[src/rtl/spi_slave_core.sv]
// SPI slave with oversampled pins, any mode/word width, TX holding register and RX FIFO.
// Optional sticky overrun/underrun flags are built when SPI_SLAVE_ERR_FLAGS_EN is defined.
module spi_slave_core #(
  parameter int unsigned WORD_W     = 8,
  parameter bit          CPOL       = 1'b0,
  parameter bit          CPHA       = 1'b0,
  parameter int unsigned FIFO_DEPTH = 4
) (
  input  logic              clk,
  input  logic              rst_n,
  input  logic              SCK,
  input  logic              SSEL,
  input  logic              MOSI,
  output logic              MISO,
  input  logic [WORD_W-1:0] tx_data,
  input  logic              tx_valid,
  output logic              tx_ready,
  output logic [WORD_W-1:0] rx_data,
  output logic              rx_valid,
  input  logic              rx_ready,
  output logic              busy,
  output logic              frame_end,
  input  logic              err_clr,
  output logic              overrun,
  output logic              underrun
);
  localparam int unsigned PTR_W = $clog2(FIFO_DEPTH);
  localparam int unsigned CNT_W = $clog2(FIFO_DEPTH) + 1;
  localparam int unsigned BIT_W = $clog2(WORD_W);

  typedef enum logic [1:0] {ST_IDLE, ST_ARM, ST_SHIFT} state_e;

  state_e              state_q, state_d;
  logic [2:0]          sck_q, sck_d, ssel_q, ssel_d;
  logic [1:0]          mosi_q, mosi_d;
  logic                busy_q, busy_d, frame_end_q, frame_end_d;
  logic [BIT_W-1:0]    bitcnt_q, bitcnt_d;
  logic [WORD_W-2:0]   rx_shift_q, rx_shift_d;
  logic [WORD_W-1:0]   tx_shift_q, tx_shift_d, hold_q, hold_d;
  logic                reload_pend_q, reload_pend_d, hold_full_q, hold_full_d;
  logic [WORD_W-1:0]   mem_q [FIFO_DEPTH];
  logic [WORD_W-1:0]   mem_d [FIFO_DEPTH];
  logic [PTR_W-1:0]    wr_ptr_q, wr_ptr_d, rd_ptr_q, rd_ptr_d;
  logic [CNT_W-1:0]    count_q, count_d;

  logic sck_rise, sck_fall, lead_edge, trail_edge, sample_edge, shift_edge;
  logic ssel_fall, ssel_rise, mosi_s;
  logic load, push, pop, push_ok, overrun_evt, underrun_evt;
  logic [WORD_W-1:0] rx_word;

  assign sck_rise    = sck_q[1] & ~sck_q[2];
  assign sck_fall    = ~sck_q[1] & sck_q[2];
  assign lead_edge   = CPOL ? sck_fall : sck_rise;
  assign trail_edge  = CPOL ? sck_rise : sck_fall;
  assign sample_edge = CPHA ? trail_edge : lead_edge;
  assign shift_edge  = CPHA ? lead_edge : trail_edge;
  assign ssel_fall   = ~ssel_q[1] & ssel_q[2];
  assign ssel_rise   = ssel_q[1] & ~ssel_q[2];
  assign mosi_s      = mosi_q[1];
  assign rx_word     = {rx_shift_q, mosi_s};

  always_comb begin
    sck_d         = {sck_q[1:0], SCK};
    ssel_d        = {ssel_q[1:0], SSEL};
    mosi_d        = {mosi_q[0], MOSI};
    state_d       = state_q;
    busy_d        = busy_q;
    frame_end_d   = 1'b0;
    bitcnt_d      = bitcnt_q;
    rx_shift_d    = rx_shift_q;
    tx_shift_d    = tx_shift_q;
    reload_pend_d = reload_pend_q;
    load          = 1'b0;
    push          = 1'b0;
    case (state_q)
      ST_IDLE: begin
        if (ssel_fall) begin
          state_d = ST_ARM;
          busy_d  = 1'b1;
        end
      end
      ST_ARM, ST_SHIFT: begin
        if (ssel_rise) begin
          state_d     = ST_IDLE;
          busy_d      = 1'b0;
          frame_end_d = 1'b1;
        end else if (state_q == ST_ARM) begin
          state_d  = ST_SHIFT;
          bitcnt_d = '0;
          // CPHA=0 loads now; CPHA=1 defers to the first leading edge
          reload_pend_d = CPHA;
          load          = ~CPHA;
        end else begin
          if (sample_edge) begin
            rx_shift_d = rx_word[WORD_W-2:0];
            if (bitcnt_q == BIT_W'(WORD_W - 1)) begin
              push          = 1'b1;
              bitcnt_d      = '0;
              reload_pend_d = 1'b1;
            end else begin
              bitcnt_d = bitcnt_q + BIT_W'(1);
            end
          end
          if (shift_edge) begin
            if (reload_pend_q) begin
              load          = 1'b1;
              reload_pend_d = 1'b0;
            end else begin
              tx_shift_d = {tx_shift_q[WORD_W-2:0], 1'b0};
            end
          end
        end
      end
      default: state_d = ST_IDLE;
    endcase

    hold_d       = hold_q;
    hold_full_d  = hold_full_q;
    underrun_evt = 1'b0;
    if (load) begin
      if (hold_full_q) begin
        tx_shift_d  = hold_q;
        hold_full_d = 1'b0;
      end else begin
        tx_shift_d   = '0;
        underrun_evt = 1'b1;
      end
    end
    if (tx_valid && !hold_full_q) begin
      hold_d      = tx_data;
      hold_full_d = 1'b1;
    end

    mem_d       = mem_q;
    wr_ptr_d    = wr_ptr_q;
    rd_ptr_d    = rd_ptr_q;
    pop         = rx_ready && (count_q != '0);
    push_ok     = push && ((count_q != CNT_W'(FIFO_DEPTH)) || pop);
    overrun_evt = push && !push_ok;
    if (push_ok) begin
      mem_d[wr_ptr_q] = rx_word;
      wr_ptr_d        = wr_ptr_q + PTR_W'(1);
    end
    if (pop) rd_ptr_d = rd_ptr_q + PTR_W'(1);
    count_d = count_q + CNT_W'(push_ok) - CNT_W'(pop);
  end

  always_ff @(posedge clk or negedge rst_n) begin
    if (!rst_n) begin
      sck_q         <= {3{CPOL}};
      ssel_q        <= '1;
      mosi_q        <= '0;
      state_q       <= ST_IDLE;
      busy_q        <= 1'b0;
      frame_end_q   <= 1'b0;
      bitcnt_q      <= '0;
      rx_shift_q    <= '0;
      tx_shift_q    <= '0;
      reload_pend_q <= 1'b0;
      hold_q        <= '0;
      hold_full_q   <= 1'b0;
      for (int unsigned i = 0; i < FIFO_DEPTH; i++) mem_q[i] <= '0;
      wr_ptr_q      <= '0;
      rd_ptr_q      <= '0;
      count_q       <= '0;
    end else begin
      sck_q         <= sck_d;
      ssel_q        <= ssel_d;
      mosi_q        <= mosi_d;
      state_q       <= state_d;
      busy_q        <= busy_d;
      frame_end_q   <= frame_end_d;
      bitcnt_q      <= bitcnt_d;
      rx_shift_q    <= rx_shift_d;
      tx_shift_q    <= tx_shift_d;
      reload_pend_q <= reload_pend_d;
      hold_q        <= hold_d;
      hold_full_q   <= hold_full_d;
      mem_q         <= mem_d;
      wr_ptr_q      <= wr_ptr_d;
      rd_ptr_q      <= rd_ptr_d;
      count_q       <= count_d;
    end
  end

`ifdef SPI_SLAVE_ERR_FLAGS_EN
  logic overrun_q, overrun_d, underrun_q, underrun_d;

  always_comb begin
    overrun_d  = overrun_evt  | (overrun_q  & ~err_clr);
    underrun_d = underrun_evt | (underrun_q & ~err_clr);
  end

  always_ff @(posedge clk or negedge rst_n) begin
    if (!rst_n) begin
      overrun_q  <= 1'b0;
      underrun_q <= 1'b0;
    end else begin
      overrun_q  <= overrun_d;
      underrun_q <= underrun_d;
    end
  end

  assign overrun  = overrun_q;
  assign underrun = underrun_q;
`else
  logic unused_err;
  assign unused_err = ^{err_clr, overrun_evt, underrun_evt};
  assign overrun    = 1'b0;
  assign underrun   = 1'b0;
`endif

  assign MISO      = tx_shift_q[WORD_W-1];
  assign tx_ready  = ~hold_full_q;
  assign rx_data   = mem_q[rd_ptr_q];
  assign rx_valid  = (count_q != '0);
  assign busy      = busy_q;
  assign frame_end = frame_end_q;
endmodule

[config.mk]
export PLATFORM = sky130hd
export DESIGN_NAME = spi_slave_core
export DESIGN_NICKNAME = d
export VERILOG_FILES = /design/src/rtl/spi_slave_core.sv
export SDC_FILE = /design/constraint.sdc
export NUM_CORES = 1
export LEC_CHECK = 0
export ABC_AREA = 1
export BUFFER_PORTS_ARGS = -buffer_cell sky130_fd_sc_hd__buf_2
export CORE_MARGIN = 5
export CORE_UTILIZATION = 55
export CTS_BUF_LIST = sky130_fd_sc_hd__clkbuf_8
export CTS_CLUSTER_DIAMETER = 30
export DETAILED_ROUTE_END_ITERATION = 6
export GPL_TIMING_DRIVEN = 0
export PLACE_DENSITY = 0.77
export SLEW_MARGIN = 40
export SYNTH_ARGS = -nofsm -noshare
export SYNTH_HDL_FRONTEND = slang
export SYNTH_SLANG_ARGS = --single-unit
[constraint.sdc]
create_clock -name clk -period 5.5 [get_ports clk]
set_clock_uncertainty 0.05 [all_clocks]
set_input_delay 1.1 -clock clk [delete_from_list [all_inputs] [get_ports clk]]
set_output_delay 1.1 -clock clk [all_outputs]
set_load 0.03 [all_outputs]
==> run metrics, run 1 <==
switch share=42.1%; Adder-Cell Fraction of Synth Area=4.21%; Post-Syn Area=between 0.003 and 0.004 mm^2; Root Driver=clkbuf_8; share of cells above drive strength 1=17.8%; largest family of logic cells by synthesized area=simple AND/OR/NAND/NOR gates; post-synthesis xor/xnor area fraction=less than 1%; final wirelength=8020 um; Starting Density=55.8%; Worst-path clk slew=roughly 0.090 ns; reg2reg end=count_q[2]; critical-path cell list=buf_2, inv_1, buf_2, nor2_1, o22ai_1, buf_2; Seq pwr share=around two fifths; Placed Area=0.00402 mm^2; hold buffers post-CTS=0; worst-case reg-to-reg path depth=11; Clock Latency Late Sink=roughly 0.34 ns; initial antenna violation count=0; internal power=between 0.001 and 0.0015 W; ys flop type=dfrtp_1; commonest cells after routing, fill and taps aside=133 x nand2_1, 76 x dfrtp_1, 35 x nand4_1, 32 x buf_2; TritonRoute pass-1 iters=5; Area Overhead vs Synth=12.3%; placer congestion estimate=0.856; HP Class=reg -> reg; setup tns final=0 ns; Sink Count=79; critical path depth=6; I/O Buffers=27; DR vias=2968; post-synthesis sequential area ratio=52.8%; first-pass GRT wire length=approximately 14000 um; Top Family by Delay on Critical Path=buffers and inverters; largest net degree at the start of global routing=62; Slew @ Worst Pin=0.539 ns; DPL Wire Length=5610 um; vias per cell=5.54; Pwr Total=0.00206 W; worst r2r src=state_q[1]; Worst Path Arrival=between 1.5 and 2 ns; post-synthesis compound-gate area fraction=6.58%; Pwr Density=488 mW/mm^2; P_sw=0.000867 W; wire per inst=roughly 15 um; Crit path required time=~4.4 ns; startpoint types=flop; CTS tree=yes; Ys Warns=0; flop2flop setup slack=2.71 ns; commonest non-fill, non-tap cell in the layout=nand2_1; Num CTS Buffers=9; core footprint=0.00672 mm^2; crit path kind=reg -> out; post-synthesis cell count=about 410; slew margin rel.=64.0%; site row count=30; mux contribution to synthesized area=under 10%; FMAX=334 MHz; GRT Resource Usage Total=between 20% and 30%; Setup crit end=rx_data[1]; vias in the first global route=between 2000 and 3000; max incr delay on CP=0.37 ns; EDFF count, synth=0; Clk pwr share=20.2%; final net count=between 400 and 500; I/O pin cnt=31; Yosys reg bits=79; # setup viols final=0; Post-synth ARST share=100%; chip width=92.6 um; Leak=about 2.2 nW; antenna cells=0; VDD IR-drop max=~250 uV; Comb pwr share=40.8%; Post-route DRC=0; CTS max path bufs=2; Buf+Inv Stages, Crit Path=4; Final min period=between 2 and 3 ns; Mean Syn Cell Area=9.12 um^2; simple logic cell fraction of the synthesized area=27.2%; post-synthesis cell type count=30; # Max-Cap Violations=0; Setup crit start=rd_ptr_q[0]; Hold Violations, Final=0; post-route cell area=0.00421 mm^2; Resized Gates After CTS=0; drt initial violations=300; postcts setup bufs=0; RSZ-0062 raised after global routing=no; Final Cycle Share=54.5%; Die ar.=0.00857 mm^2; # fillers=between 500 and 600; Antenna Nets Post-Route=0; worst-path fanout max=10; CP Capture Type=primary output; Max stage delay cell, worst path=dfrtp_1; synth top area cells=dfrtp_1 51%, nand2_1 13%, nand4_1 5.8%; area leader, netlist=dfrtp_1; status=finished clean; Die Y=around 93 um; top cell type's share of synthesized area=around half; Critical Path Most Common Cell=buf_2; fin. max-slew vios=0; gr ovfl total=0; H-tree levels=3
==> sequential cells by signal, indices dropped and copies added, names as in the netlist <==
name and cells:
frame_end 1, count_q 3, busy 1, mem_q 32, reload_pend_q 1, sck_q 3, state_q 2, ssel_q 3
wr_ptr_q 2, bitcnt_q 3, tx_shift_q 8, rx_shift_q 7, hold_full_q 1, mosi_q 2, rd_ptr_q 2, hold_q 8
==> layout make-up <==
class | instances | area, um^2 | area share [%]
Multi-Input combinational cell | 290 | 1560 | 37.0
Buffer | 18 | 120 | 2.85
Clock inverter | 7 | 66.3 | 1.57
Sequential cell | 79 | 1980 | 47.0
Clock buffer | 9 | 124 | 2.94
Inverter | 25 | 93.8 | 2.23
Timing Repair Buffer | 28 | 169 | 4.01
Tap cell | 80 | 100 | 2.38
==> power by group through the flow <==
stage	combinational, W	clock, W	sequential (W)
finish	0.000838	0.000416	0.000802
global route	0.000932	0.000451	0.000819
CTS	0.000841	0.000424	0.000801
detailed placement	0.000838	0	0.000812
global placement	0.000809	0	0.000805
floorplan	0.000620	0	0.000794
==> worst reg2reg max path, cell delays in order, from the launching register on <==
cell and delay (ns):
dfrtp_1 0.39, inv_1 0.08, ha_1 0.37, nand2_2 0.15
nor2_4 0.29, nand2_1 0.14, ha_1 0.30, inv_1 0.04
ha_1 0.18, fa_1 0.37, xnor2_1 0.18, xor2_1 0.17
==> worst min path at each step <==
stage | start | to | slack [ns] | cells past startpoint
floorplan | mosi_q[0] | mosi_q[1] | 0.28 | 0
global placement | mosi_q[0] | mosi_q[1] | 0.28 | 0
detailed placement | mosi_q[0] | mosi_q[1] | 0.29 | 0
CTS | mosi_q[0] | mosi_q[1] | 0.30 | 0
global route | ssel_q[0] | ssel_q[1] | 0.32 | 0
finish | mosi_q[0] | mosi_q[1] | 0.30 | 0
==> layer usage <==
metal,track usage (%),vias to the layer above,wire length (um)
li1,-,1450,-
met1,27.9,1402,3670
met2,33.0,102,3740
met3,2.84,14,471
met4,7.67,0,143
met5,0,-,0
==> through the flow <==
stage / cells / setup WS [ns] / utilization (%) / hold WS, ns
finish: 536 / 2.50 / 62.7 / 0.302
floorplan: 412 / 2.62 / - / 0.281
global route: 536 / 2.35 / 62.7 / 0.317
CTS: 536 / 2.50 / 62.7 / 0.304
detailed placement: 520 / 2.35 / 59.9 / 0.287
global placement: 519 / 2.41 / 59.3 / 0.283
==> cells by family after synthesis <==
group | count (synthesis)
AND/OR/NAND/NOR | 222
flip-flops | 79
buffers and inverters | 43
AO/OA/AOI/OAI | 42
adder cells (fa/ha/maj) | 12
multiplexers | 8
XOR/XNOR | 4
other | 1
==> cell usage after synthesis (2+ instances only) <==
master	count
dfstp_2	3
nand3_1	12
inv_1	23
nand3b_1	8
nand4_1	35
buf_2	6
ha_1	11
o21ai_0	25
nor2_1	24
dfrtp_1	76
a21oi_1	4
nor2_4	2
nand2_1	133
buf_6	5
clkbuf_1	5
inv_2	2
o22ai_1	9
buf_4	2
nand2_2	6
xor2_1	3
mux2_2	8
Note: power is estimated with default switching activity, not from simulation.
==> inputs of run 2 (changes only) <==
- ABC_AREA: 1 -> 0
- PLACE_DENSITY: 0.77 -> 0.8
- clock period: 5.5 -> 2.4 ns (I/O delays scaled with it)
==> run metrics, run 2 <==
status=finished, violations left; failing checks=setup timing; commonest cells after routing, fill and taps aside=76 x dfrtp_1, 33 x mux2_1, 28 x buf_2, 20 x mux2_2, 13 x inv_1; Pwr Density=1050 mW/mm^2; CP Capture Type=flop; Max stage delay cell, worst path=dfrtp_1; final wirelength=5930 um; VDD IR-drop max=~670 uV; routing usage on met2=between 20 and 25%; slew margin rel.=52.2%; Slew @ Worst Pin=0.707 ns; RSZ-0062 raised after global routing=yes; Worst-path clk slew=0.08 ns; Placed Cells=approximately 360; reg2reg end=count_q[2]; Yosys reg bits=79; flop2flop setup slack=-0.05 ns; vias per cell=roughly 5.5; Critical Path Most Common Cell=ha_4; Hold Violations, Final=0; Top Registers=mem_q: 32 flops, hold_q: 8 flops, tx_shift_q: 8 flops; max incr delay on CP=0.39 ns; DPL Wire Length=4020 um; most frequent cell after synthesis=dfrtp_1; synth cell count leaders=76 x dfrtp_1, 33 x mux2_1, 20 x mux2_2; CTS max path bufs=2; Post-route DRC=0; Setup crit start=state_q[1]; site row count=29; gr busiest metal=met2; Leak=2.05 nW; Final min period=around 2.5 ns; Sink Count=79; drt initial violations=67; max FFs per register=32; worst-case reg-to-reg path depth=11; Die Y=90.5 um; post-route setup slack=-0.0506 ns; Hold Startpoint=SSEL; startpoint types=flop; commonest non-fill, non-tap cell in the layout=dfrtp_1; chip width=between 90 and 100 um; Post-Syn Area=0.00357 mm^2; # setup viols final=1; post-route core utilization=65.8%; synth top area cells=dfrtp_1 53%, mux2_1 10%, mux2_2 6.3%; Worst Path Arrival=2.63 ns; GRT Resource Usage Total=16.3%; critical-path cell list=inv_2, ha_4, inv_6, nor4b_4, nand2_2, ha_4, inv_2, ha_4, fa_2, xnor2_2, xnor2_1; Antenna Nets Post-Route=0; non-filler cells, final=~380; Ys Warns=0; TritonRoute pass-1 iters=4; setup tns final=-0.0506 ns; pre-CTS WS=-0.523 ns; share of cells above drive strength 1=33.3%; Largest Register=mem_q; vias in the first global route=between 2000 and 2500; gr ovfl total=0; Root Driver=clkbuf_8; Worst Hold End=ssel_q[0]; CTS tree=yes; post-synthesis sequential area ratio=55.5%; largest net degree at the start of global routing=57; Die ar.=0.00819 mm^2; initial antenna violation count=0; worst r2r src=state_q[1]; Clock Latency Late Sink=0.34 ns; Post-synth ARST share=100%; Starting Density=a little under three fifths; H-tree levels=3; Mean Syn Cell Area=between 10 and 15 um^2; area leader, netlist=dfrtp_1; # Max-Cap Violations=0; ys flop type=dfrtp_1; met3 usage=under 10%; top cell type's share of synthesized area=53.3%; final net count=323; worst-path fanout max=9; fin. max-slew vios=0; EDFF count, synth=0; HP Class=in -> reg; core footprint=0.00631 mm^2; wire per inst=15.7 um; met1 Track Usage GR=22.2%; # fillers=471; first-pass GRT wire length=10700 um; placer congestion estimate=0.697; antenna cells=0; worst hold stages=1; post-synthesis cell count=250; Final Cycle Share=102%; Num CTS Buffers=9; crit path kind=reg -> reg; I/O Buffers=27; Crit path required time=2.58 ns; DR vias=between 2000 and 2500; Area Overhead vs Synth=16.5%; I/O pin cnt=31; FMAX=between 400 and 500 MHz; post-synthesis cell type count=41
-- run 2: cell types whose count changed after synthesis, moves of 9 or more --
cell	previous run	this run
mux2i_1	0	11
inv_1	23	14
o21ai_0	25	7
mux2_2	8	20
nand4_1	35	0
nand3_1	12	0
o22ai_1	9	0
mux2_1	0	33
nand2_1	133	10
nor2_1	24	6
-- run 2: cells by family after synthesis --
family          synth area share (%)
fa+ha+maj                       4.42
xor+xnor                        1.23
other cells                    0.105
compound gates                  3.65
buf+inv                         2.91
simple gates                    7.26
mux                             24.9
flops                           55.5
-- run 2: report_power, final --
part | internal [W] | switching (W) | leakage [nW]
clock | 0.000578 | 0.000471 | 0.104
sequential | 0.00165 | 0.000263 | 1.02
combinational | 0.000681 | 0.000710 | 0.924
total | 0.00291 | 0.00144 | 2.05
-- run 2: timing repair --
action / CTS / global route
gates resized for setup: 2 / 0
hold buffers: 1 / 0
pin swaps: 5 / 2
setup endpoints to repair: 10 / 10
setup buffers: 5 / 0
endpoints found under the hold margin: 20 / 0
-- run 2: worst max-delay path, delay by kind of cell (launching register included) --
| kind | cells | cell delay, ns |
|---|---|---|
| xor gates and xnor gates | 2 | 0.27 |
| DFF | 1 | 0.39 |
| buffers and inverters | 3 | 0.15 |
| adders and majority gates | 4 | 1.05 |
| and+or+nand+nor | 2 | 0.40 |
-- run 2: worst max path at each step --
| stage | to |
|---|---|
| global route | count_q[2] |
| finish | count_q[2] |
| global placement | count_q[2] |
| detailed placement | count_q[2] |
| CTS | count_q[2] |
| floorplan | count_q[2] |
-- run 2: metrics by stage --
stage | instance area [um^2] | hold slack, ns | power (W)
2_1_floorplan | 3620 | 0.134 | 0.00293
3_3_place_gp | 3850 | 0.283 | 0.00319
3_5_place_dp | 3880 | 0.286 | 0.00327
4_1_cts | 4150 | 0.172 | 0.00440
5_1_grt | 4150 | 0.156 | 0.00467
6_report | 4150 | 0.178 | 0.00435
-- run 2: metal layers --
layer	vias up	wire, um
met3	13	238
met2	39	2910
met1	1033	2660
met5	-	0
met4	0	127
li1	974	-
-- run 2: area by class of cell --
type                            count  area, um^2  share of cell area [%]
Buffer                              9        43.8                    1.05
Clock buffer                        9         124                    2.98
Clock inverter                      7        90.1                    2.17
Inverter                           15        61.3                    1.48
Multi-Input combinational cell    147        1540                    37.1
Sequential cell                    79        1980                    47.7
Tap cell                           77        96.3                    2.32
Timing Repair Buffer               34         216                    5.21
==> inputs of run 3 (changes only) <==
- CORE_UTILIZATION: 55 -> 50
- PLACE_DENSITY: 0.8 -> 0.74
==> run metrics, run 3 (same netlist as run 2, synthesis figures left out) <==
Slew @ Worst Pin=0.638 ns; FMAX=408 MHz; Pwr Density=1030 mW/mm^2; crit path kind=reg -> reg; slew margin rel.=56.8%; pre-CTS WS=-0.492 ns; Antenna Nets Post-Route=0; GRT Resource Usage Total=15.3%; drt initial violations=79; Sink Count=79; H-tree levels=3; worst hold stages=1; Largest Register=mem_q; Num CTS Buffers=9; site row count=30; # Max-Cap Violations=0; share of cells above drive strength 1=34.3%; DR vias=around 2000; largest net degree at the start of global routing=46; final net count=323; sequential cell area=approximately 0.0020 mm^2; max FFs per register=32; failing checks=setup timing; Die ar.=0.00892 mm^2; vias per cell=slightly above 5; Clock Latency Late Sink=roughly 0.35 ns; Top Registers=mem_q: 32 flops, hold_q: 8 flops, tx_shift_q: 8 flops; Worst Path Arrival=2.63 ns; Starting Density=51.9%; # setup viols final=1; CTS tree=yes; CTS max path bufs=2; RSZ-0062 raised after global routing=yes; Die Y=roughly 94 um; fin. max-slew vios=0; Post-route DRC=0; I/O Buffers=27; Final Cycle Share=102%; worst-case reg-to-reg path depth=11; vias in the first global route=between 2000 and 2500; antenna cells=0; DPL Wire Length=3990 um; Worst-path clk slew=0.08 ns; first-pass GRT wire length=10400 um; post-route setup slack=-0.0503 ns; wire per inst=14.7 um; Leak=about 2 nW; flop2flop setup slack=-0.05 ns; status=finished, violations left; startpoint types=flop; worst r2r src=state_q[0]; Pwr Total=0.00429 W; Root Driver=clkbuf_8; Setup crit start=state_q[0]; Hold Startpoint=SSEL; gr ovfl total=0; final wirelength=between 5000 and 6000 um; HP Class=in -> reg; # fillers=565; Area Overhead vs Synth=17.0%; VDD IR-drop max=620 uV; initial antenna violation count=0; I/O pin cnt=31; CP Capture Type=flop; Final min period=2.45 ns; core footprint=0.00687 mm^2; commonest cells after routing, fill and taps aside=75 x dfrtp_1, 33 x mux2_1, 28 x buf_2, 20 x mux2_2, 12 x inv_1; Hold Violations, Final=0; TritonRoute pass-1 iters=4; chip width=94.5 um; placer congestion estimate=around 0.68; Crit path required time=roughly 2.6 ns; commonest non-fill, non-tap cell in the layout=dfrtp_1; area of the multi-input gates=0.00154 mm^2; Setup crit end=count_q[2]; worst-path fanout max=9; reg2reg end=count_q[2]
==> run 3: repair_timing <==
item	4_1_cts	5_1_grt
hold buffers	1	0
pin swaps	5	2
hold endpoints to repair	31	0
endpoints found under the setup margin	10	10
resized for setup	2	1
setup buffers	5	1
==> run 3: metrics by stage <==
stage | util (%) | hold slack, ns | cells | area (um^2) | setup TNS [ns]
2_1_floorplan | - | 0.134 | 251 | 3620 | -0.480
3_3_place_gp | 56.4 | 0.284 | 374 | 3870 | -0.731
3_5_place_dp | 56.9 | 0.285 | 375 | 3910 | -0.833
4_1_cts | 60.7 | 0.156 | 396 | 4170 | -0.495
5_1_grt | 60.7 | 0.143 | 396 | 4170 | -0.149
6_report | 60.7 | 0.176 | 396 | 4170 | -0.0503
==> run 3: worst min path at each step <==
stage / slack (ns) / to
after floorplan: 0.13 / bitcnt_q[0]
after global placement: 0.28 / sck_q[1]
after detailed placement: 0.28 / mosi_q[1]
after CTS: 0.16 / ssel_q[0]
after global routing: 0.14 / ssel_q[0]
final: 0.18 / ssel_q[0]
==> run 3: final cells by class <==
| type | instances | share of cell area [%] |
|---|---|---|
| plain buffers | 8 | 0.960 |
| clock buffers | 10 | 3.30 |
| clock inverters | 6 | 1.62 |
| inverters | 15 | 1.47 |
| multi-input cells | 147 | 36.9 |
| flip-flops and latches | 79 | 47.5 |
| well taps | 96 | 2.88 |
| repair buffers | 35 | 5.37 |
==> run 3: metal layers <==
metal  part of all wire (%)  routed length [um]  up-vias  global-route usage [%]
li1                       -                   -      974                       -
met1                     45                2590     1029                    19.7
met2                     50                2910       30                    25.0
met3                    3.8                 220        8                    4.46
met4                    1.3                  77        0                    5.05
met5                      0                   0        -                       0
==> run 3: worst max-delay path, cell delays in order, from the launching register on <==
cell     delay (ns)
dfrtp_1        0.40
inv_2          0.07
ha_4           0.28
inv_6          0.05
nor4b_4        0.27
nand2_2        0.13
ha_4           0.28
inv_2          0.04
ha_4           0.15
fa_2           0.35
xnor2_2        0.15
xnor2_1        0.12
==> run 3: power breakdown <==
part / internal, W / switching (W)
Combinational: 0.000680 / 0.000666
Sequential: 0.00165 / 0.000291
Clock: 0.000514 / 0.000489
Total: 0.00284 / 0.00145
